<file path="src/rtl/div_top_if.sv">
// rtl/div_top_if.sv - start/done handshake and result bundle for the 32-by-16 divider
interface div_top_if;
    logic        start;
    logic [31:0] p;
    logic [15:0] y;
    logic        busy;
    logic        done;
    logic [31:0] q;
    logic [15:0] r;
    logic        ovf;
    logic        dz;

    modport master (
        output start, p, y,
        input  busy, done, q, r, ovf, dz
    );

    modport slave (
        input  start, p, y,
        output busy, done, q, r, ovf, dz
    );
endinterface

</file>
<file path="src/rtl/div_top.sv">
// rtl/div_top.sv - sequential 32-by-16 unsigned restoring divider, one quotient bit per cycle
module div_top (
    input  logic      clk,
    input  logic      rst,
    div_top_if.slave  bus
);

    typedef enum logic [1:0] {
        S_IDLE = 2'd0,
        S_RUN  = 2'd1,
        S_DONE = 2'd2
    } state_t;

    state_t      r_state;
    state_t      w_next;

    // Dividend shift register; quotient bits shift in from the bottom as the
    // dividend bits leave the top, so after 32 steps it holds the quotient.
    logic [31:0] r_dvd;
    logic [15:0] r_div;
    logic [15:0] r_rem;
    logic [4:0]  r_cnt;

    logic [31:0] r_q;
    logic [15:0] r_r;
    logic        r_ovf;
    logic        r_dz;

    logic        w_accept;
    logic        w_busy;
    logic        w_done;
    logic        w_last;
    logic        w_ge;
    logic [16:0] w_rem_sh;
    logic [15:0] w_rem_nxt;
    logic [31:0] w_dvd_nxt;

    // One restoring step: 17-bit shifted remainder so y >= 0x8000 loses no carry.
    // The remainder stays below the divisor, so 16 bits hold it between steps.
    assign w_rem_sh  = {r_rem, r_dvd[31]};
    assign w_ge      = (w_rem_sh >= {1'b0, r_div});
    assign w_rem_nxt = w_ge ? 16'(w_rem_sh - {1'b0, r_div}) : w_rem_sh[15:0];
    assign w_dvd_nxt = {r_dvd[30:0], w_ge};
    assign w_last    = (r_cnt == 5'd31);

    // State register; reset aborts any divide in progress.
    always_ff @(posedge clk) begin
        if (rst) begin
            r_state <= S_IDLE;
        end else begin
            r_state <= w_next;
        end
    end

    // Next state and handshake outputs; a zero divisor skips the iteration.
    always_comb begin
        w_next   = r_state;
        w_accept = 1'b0;
        w_busy   = 1'b0;
        w_done   = 1'b0;
        case (r_state)
            S_IDLE: begin
                if (bus.start) begin
                    w_accept = 1'b1;
                    w_next   = (bus.y == 16'd0) ? S_DONE : S_RUN;
                end
            end
            S_RUN: begin
                w_busy = 1'b1;
                if (w_last) begin
                    w_next = S_DONE;
                end
            end
            S_DONE: begin
                w_done = 1'b1;
                if (bus.start) begin
                    w_accept = 1'b1;
                    w_next   = (bus.y == 16'd0) ? S_DONE : S_RUN;
                end else begin
                    w_next = S_IDLE;
                end
            end
            default: begin
                w_next = S_IDLE;
            end
        endcase
    end

    // Operand capture, iteration, and result registers that only move on completion.
    always_ff @(posedge clk) begin
        if (rst) begin
            r_dvd <= '0;
            r_div <= '0;
            r_rem <= '0;
            r_cnt <= '0;
            r_q   <= '0;
            r_r   <= '0;
            r_ovf <= 1'b0;
            r_dz  <= 1'b0;
        end else if (w_accept) begin
            r_dvd <= bus.p;
            r_div <= bus.y;
            r_rem <= '0;
            r_cnt <= '0;
            if (bus.y == 16'd0) begin
                r_q   <= '1;
                r_r   <= bus.p[15:0];
                r_ovf <= 1'b0;
                r_dz  <= 1'b1;
            end
        end else if (w_busy) begin
            r_dvd <= w_dvd_nxt;
            r_rem <= w_rem_nxt;
            r_cnt <= r_cnt + 5'd1;
            if (w_last) begin
                r_q   <= w_dvd_nxt;
                r_r   <= w_rem_nxt;
                r_ovf <= |w_dvd_nxt[31:16];
                r_dz  <= 1'b0;
            end
        end
    end

    assign bus.busy = w_busy;
    assign bus.done = w_done;
    assign bus.q    = r_q;
    assign bus.r    = r_r;
    assign bus.ovf  = r_ovf;
    assign bus.dz   = r_dz;

endmodule

</file>
<file path="src/flat_wrapper.sv">
// flat-port wrapper written by rule: the top's interface ports become plain ports
module div_top_flat 
  (clk, rst, bus_start, bus_p, bus_y, bus_busy, bus_done, bus_q, bus_r, bus_ovf, bus_dz);
  div_top_if bus_i ();
  input  logic clk;
  input  logic rst;
  input wire logic [$bits(bus_i.start)-1:0] bus_start;
  input wire logic [$bits(bus_i.p)-1:0] bus_p;
  input wire logic [$bits(bus_i.y)-1:0] bus_y;
  output wire logic [$bits(bus_i.busy)-1:0] bus_busy;
  output wire logic [$bits(bus_i.done)-1:0] bus_done;
  output wire logic [$bits(bus_i.q)-1:0] bus_q;
  output wire logic [$bits(bus_i.r)-1:0] bus_r;
  output wire logic [$bits(bus_i.ovf)-1:0] bus_ovf;
  output wire logic [$bits(bus_i.dz)-1:0] bus_dz;
  assign bus_i.start = bus_start;
  assign bus_i.p = bus_p;
  assign bus_i.y = bus_y;
  assign bus_busy = bus_i.busy;
  assign bus_done = bus_i.done;
  assign bus_q = bus_i.q;
  assign bus_r = bus_i.r;
  assign bus_ovf = bus_i.ovf;
  assign bus_dz = bus_i.dz;
  div_top u_core (.clk(clk), .rst(rst), .bus(bus_i));
endmodule
</file>
<file path="config.mk">
export PLATFORM = sky130hd
export DESIGN_NAME = div_top_flat
export DESIGN_NICKNAME = d
export VERILOG_FILES = /design/src/rtl/div_top_if.sv /design/src/rtl/div_top.sv /design/src/flat_wrapper.sv
export SDC_FILE = /design/constraint.sdc
export NUM_CORES = 1
export LEC_CHECK = 0
export BUFFER_PORTS_ARGS = -buffer_cell sky130_fd_sc_hd__buf_2
export CAP_MARGIN = 10
export CORE_MARGIN = 5
export CORE_UTILIZATION = 50
export DETAILED_ROUTE_END_ITERATION = 7
export PLACE_DENSITY = 0.72
export RECOVER_POWER = 50
export SLEW_MARGIN = 40
export SYNTH_ARGS = -nofsm -noshare
export SYNTH_HDL_FRONTEND = slang
export SYNTH_SLANG_ARGS = --single-unit
</file>
<file path="constraint.sdc">
create_clock -name clk -period 2.3 [get_ports clk]
set_input_delay 0.345 -clock clk [delete_from_list [all_inputs] [get_ports clk]]
set_output_delay 0.345 -clock clk [all_outputs]
set_load 0.02 [all_outputs]
</file>
* Word level (Yosys, flattened, before mapping)
Index checks and enable logic that the tools add are counted. W data, S select, Z words.
Cells by class: add/subtract/negate cells 2, reductions and logical operators 9, $lt $le $gt $ge 1, muxes and demuxes 28, equal/unequal tests 6
Operators with widths (number):
- $mux W32 | 6
- $mux W16 | 5
- $ge A17 B16 Y1 | 1
- $logic_not A16 Y1 | 1
- $reduce_or A16 Y1 | 1
- $sub A16 B16 Y16 | 1
- $mux W1 | 12
- $mux W2 | 4
- $pmux W2 S3 | 1
- $add A5 B1 Y5 const B | 1
- $eq A5 B5 Y1 const B | 1
- $ne A2 B2 Y1 const B | 2
- $reduce_bool A2 Y1 | 2
- $reduce_or A2 Y1 | 2
- $reduce_and A3 Y1 | 1
- $eq A2 B1 Y1 const B | 1
- $eq A2 B2 Y1 const B | 1
- $logic_not A2 Y1 | 1
- $ne A2 B1 Y1 const B | 1
- $reduce_and A2 Y1 | 1
Storage, ports and cells: output and inout port bits 52, logic and storage cells 55, bits in registers 121

* Logic depth before layout (Yosys ltp)
word-level depth 5, depth in mapped cells 12

* Least setup slack after synthesis
Ideal clock, no wire load.
path kind reg2reg, start register u_core.r_div[9], end register u_core.r_r[0], in the netlist u_core.bus.r[0], setup time 0.127 ns, arrival time 2.229 ns, stages on the path, launching flop included 13, path slack -0.056 ns, cells stage by stage dfxtp_1 -> inv_1 -> ha_1 -> buf_2 -> and4_1 -> o2bb2ai_1 -> o31ai_1 -> nor3b_2 -> a22oi_4 -> buf_8 -> buf_6 -> a21oi_1 -> o41ai_1
Between the ends: cells in the longest elaborated chain, start to end 5
RTL lines:
- start, declared | line div_top.sv:20 | logic [15:0] r_div;
- start signal, assigned | line div_top.sv:102 | r_div <= bus.y;
- $ge A17 B16 Y1 | line div_top.sv:41 | assign w_ge = (w_rem_sh >= {1'b0, r_div});
- $mux W16 | line div_top.sv:42 | assign w_rem_nxt = w_ge ? 16'(w_rem_sh - {1'b0, r_div}) : w_rem_sh[15:0];
- $mux W16 | line div_top.sv:115 | if (w_last) begin
- $mux W16 | line div_top.sv:111 | end else if (w_busy) begin
- $mux W16 | line div_top.sv:100 | end else if (w_accept) begin
- end signal, assigned | line div_top.sv:107 | r_r <= bus.p[15:0];
- end signal, assigned | line div_top.sv:117 | r_r <= w_rem_nxt;
- end, declared | line div_top.sv:25 | logic [15:0] r_r;
No other way between the ends. The select of a mux whose other input is x is not followed. A chain may end at the register's enable or synchronous reset.

* Worst setup path in the final report
start register u_core.r_div[9], end register u_core.r_rem[8]
Between the ends: cells in the longest elaborated chain, start to end 2
RTL lines:
- $ge A17 B16 Y1 | line div_top.sv:41
- $mux W16 | line div_top.sv:42
- end signal, assigned | line div_top.sv:113 | r_rem <= w_rem_nxt;
- end, declared | line div_top.sv:21 | logic [15:0] r_rem;
No other way between the ends.

==> flow_metrics.py <==
metrics = {
    "final_layout": {
        "net_total_in_the_final_layout": 942,
        "final_layout_size_suffix_gt1_share_pct": 29.0,
        "antennaDiodeCount": 0,
        "areaGrowthSynthToFinish_pct": 39.4,
    },
    "clock_tree": {
        "path_clk_slew_ns": 0.05,
        "cts.htree.levels": 4,
        "numCtsBuffers": 17,
        "ctsLongestPathBuffers": 2,
        "tritoncts_num_sinks": 121,
        "tritoncts": "built",
        "cts-root-buf": "clkbuf_16",
        "insertion_delay_ns": 0.42,
    },
    "grt": {
        "grt_pass1_vias": 5547,
        "grt_ovf": 0,
        "global_route.usage.total_pct": 25.5,
        "antenna_found_initial": 0,
        "pin_count_of_the_biggest_net_entering_global_routing": 115,
        "first_pass_grt_wire_length_um": 27500,
    },
    "routing": {
        "drcViolationCount": 0,
        "postRouteAntennaNets": 0,
        "dr_total_vias": 5885,
        "routed_wl_um": 17500,
        "detail_route.vias_per_cell": 5.72,
        "post_drt_wl_per_cell_um": 17.1,
        "detailedRoute.firstIterationViolations": 491,
        "detailedRoute.firstPassIterationCount": 5,
    },
    "status": {
        "status": "finished, violations left",
        "violations": "setup timing",
    },
    "setup_path": {
        "worst_r2r_endpoint": "u_core.r_rem[8]",
        "path_class": "reg2reg",
        "r2r_cells": 12,
        "crit_path_end_kind": "register",
        "cp_data_arrival_time_ns": 2.66,
        "cp.required_ns": 2.58,
        "setup.reg_to_reg.worst_slack_ns": -0.08,
        "reg2reg_from": "u_core.r_div[9]",
        "crit_path_start": "u_core.r_div[9]",
        "crit_fanout": 6,
        "worst_setup_path_start_kind": "register",
    },
    "synthesis": {
        "synth_compound_area_share_pct": 17.8,
        "gate_count_of_the_mapped_netlist": 716,
        "synth_top_flop_cell": "dfxtp_1",
        "synth_most_common_cell": "dfxtp_1",
        "synthesis.nets": 786,
        "synth_commonest_cells": "dfxtp_1 (121), nand2_1 (103), nor3_1 (80)",
        "synth-simple-area-share_pct": 25.1,
        "post_synth_main_area_contributors": "dfxtp_1 (43%), nor3_1 (7.0%), nand2_1 (6.8%)",
        "synth.area.mux_share_pct": 2.46,
        "synthArstFlopShare_pct": 0,
        "post_synth_xor_area_fraction_pct": 2.46,
        "synth_enable_flop_cells": 0,
        "yosysUniqueCellTypes": 58,
        "synth.yosys.seq_area_share_pct": 42.5,
        "synth-warning-count": 0,
        "netlist_area_um2": 5700,
        "largest_family_of_logic_cells_by_synthesized_area": "simple AND/OR/NAND/NOR gates",
        "synth_largest_area_cell": "dfxtp_1",
        "yosys.area_share.adder_pct": 4.30,
        "synthDominantCellAreaShare_pct": 42.5,
        "mapped_avg_cell_area_um2": 7.96,
        "number_of_flip_flops_and_latches_in_the_synthesized_netlist": 121,
    },
    "place": {
        "dp.final_hpwl_um": 12000,
        "place_congestion": 1.00,
        "port_buffers": 102,
    },
    "timing": {
        "final_period_minus_worst_setup_slack_ns": 2.38,
        "finalSetupViolations": 17,
        "tightestPinTransition_ns": 0.946,
        "finClkSkew_ns": 0.00636,
        "rsz_0062_raised_after_global_routing": "yes",
        "drv_slew": 0,
        "fmax_ghz": 0.419,
        "fin_tns_setup_ns": -0.697,
        "final_hold_viol_count": 0,
        "timing.max_slew.rel_slack_pct": 36.8,
        "setup_ws_ns": -0.0844,
        "min_period_over_period_pct": 104,
    },
    "die": {
        "die-width_um": 117,
        "fp.dieH_um": 117,
        "core_area_um2": 11300,
        "boundaryPins": 103,
        "floorplan.initialDensity_pct": 50.5,
        "total_die_area_um2": 13600,
        "rows": 39,
    },
    "hold_path": {
        "min_delay_endpoint": "u_core.r_div[7]",
        "hold_removal_path_class": "in2reg",
        "hold_start": "bus_y[7]",
        "min_delay_path_depth": 3,
    },
    "pwr": {
        "leakage_nw": 3.10,
        "pwr_density_cell_nw_per_um2": 883,
        "p_total_mw": 7.01,
        "vdd_drop_max_uv": 699,
    },
    "job": {
        "max-cap-violations": 0,
    },
}
==> per-layer routing <==
| layer | global-route usage, % | vias up | part of all wire (%) |
|---|---|---|---|
| met5 | 0 | - | 0 |
| met4 | 6.88 | 0 | 1.4 |
| met3 | 7.46 | 23 | 6.9 |
| met2 | 41.3 | 205 | 49 |
| met1 | 33.4 | 2803 | 43 |
| li1 | - | 2854 | - |
==> registers in the layout (all words and copies together), names as in the netlist <==
name            cells
u_core.r_rem       16
u_core.bus.q       32
u_core.r_dvd       32
u_core.bus.dz       1
u_core.bus.ovf      1
u_core.bus.r       16
u_core.r_cnt        5
u_core.r_div       16
u_core.r_state      2
==> report_power, final <==
part | leakage, nW | internal (mW) | switching [mW]
Sequential | 0.992 | 2.19 | 0.0893
Clock | 0.275 | 1.76 | 0.953
Combinational | 1.83 | 1.00 | 1.02
Total | 3.10 | 4.95 | 2.06
==> critical path: stages (launching register included) <==
cell      delay [ns]
dfxtp_2         0.33
inv_1           0.06
ha_4            0.28
and4_4          0.27
nand2_4         0.07
a211oi_4        0.25
nor3b_4         0.08
a22oi_4         0.19
buf_12          0.15
buf_6           0.14
buf_6           0.10
mux2i_1         0.19
a21oi_1         0.11
==> worst max-delay path by stage <==
stage / to / cells after the start
2_1_floorplan: u_core.bus.r[0] / 12
3_3_place_gp: u_core.bus.r[3] / 10
3_5_place_dp: u_core.bus.r[3] / 10
4_1_cts: u_core.bus.r[12] / 12
5_1_grt: u_core.r_rem[8] / 13
6_report: u_core.r_rem[8] / 12
==> per-stage QoR <==
step / area [um^2] / hold slack (ns) / instances / worst slack, ns / utilization [%]
after floorplan: 5770 / 0.436 / 716 / 0.000517 / -
final: 7940 / 0.173 / 1028 / -0.0844 / 70.5
after global routing: 7940 / 0.162 / 1028 / -0.194 / 70.5
after CTS: 7710 / 0.170 / 1020 / -0.0497 / 68.4
after global placement: 6820 / 0.444 / 985 / -0.163 / 60.5
after detailed placement: 6830 / 0.452 / 985 / -0.251 / 60.6
==> kinds of logic after synthesis <==
family / count (synthesis)
and+or+nand+nor: 313
AOI/OAI and AO/OA: 159
DFF: 121
buffers and inverters: 74
adders and majority gates: 19
xor gates and xnor gates: 16
muxes: 14
==> cells in the final DEF (no fill, tap or decap), types with 11 or more instances in the layout <==
cell type  synthesis  final
buf_6              1     11
o22ai_1           21     19
nand3_1           12     11
nor2_1            73     70
o21ai_0           24     23
nor3_1            80     80
nand2_1          103    101
a31oi_1           13     12
clkbuf_16          0     17
a21oi_1           49     41
dfxtp_2            0     15
inv_1             21     13
clkbuf_1          41     54
buf_4              1     76
dfxtp_1          121    105
buf_2              2     50
==> final cells by class <==
type                    instances  area [um^2]
multi-input cells             521         3460
fillers                       881         3330
flip-flops and latches        121         2440
repair buffers                190         1180
clock buffers                  22          464
well taps                     143          179
clock inverters                10          144
inverters                      21         80.1
==> repair_timing <==
item                                    4_1_cts  5_1_grt
buffers inserted                              3        8
pin swaps                                    27       21
gates resized for setup                      48       50
endpoints found under the setup margin       33       35
hold buffers                                  0        0
Power figures use the tool's default switching activity.
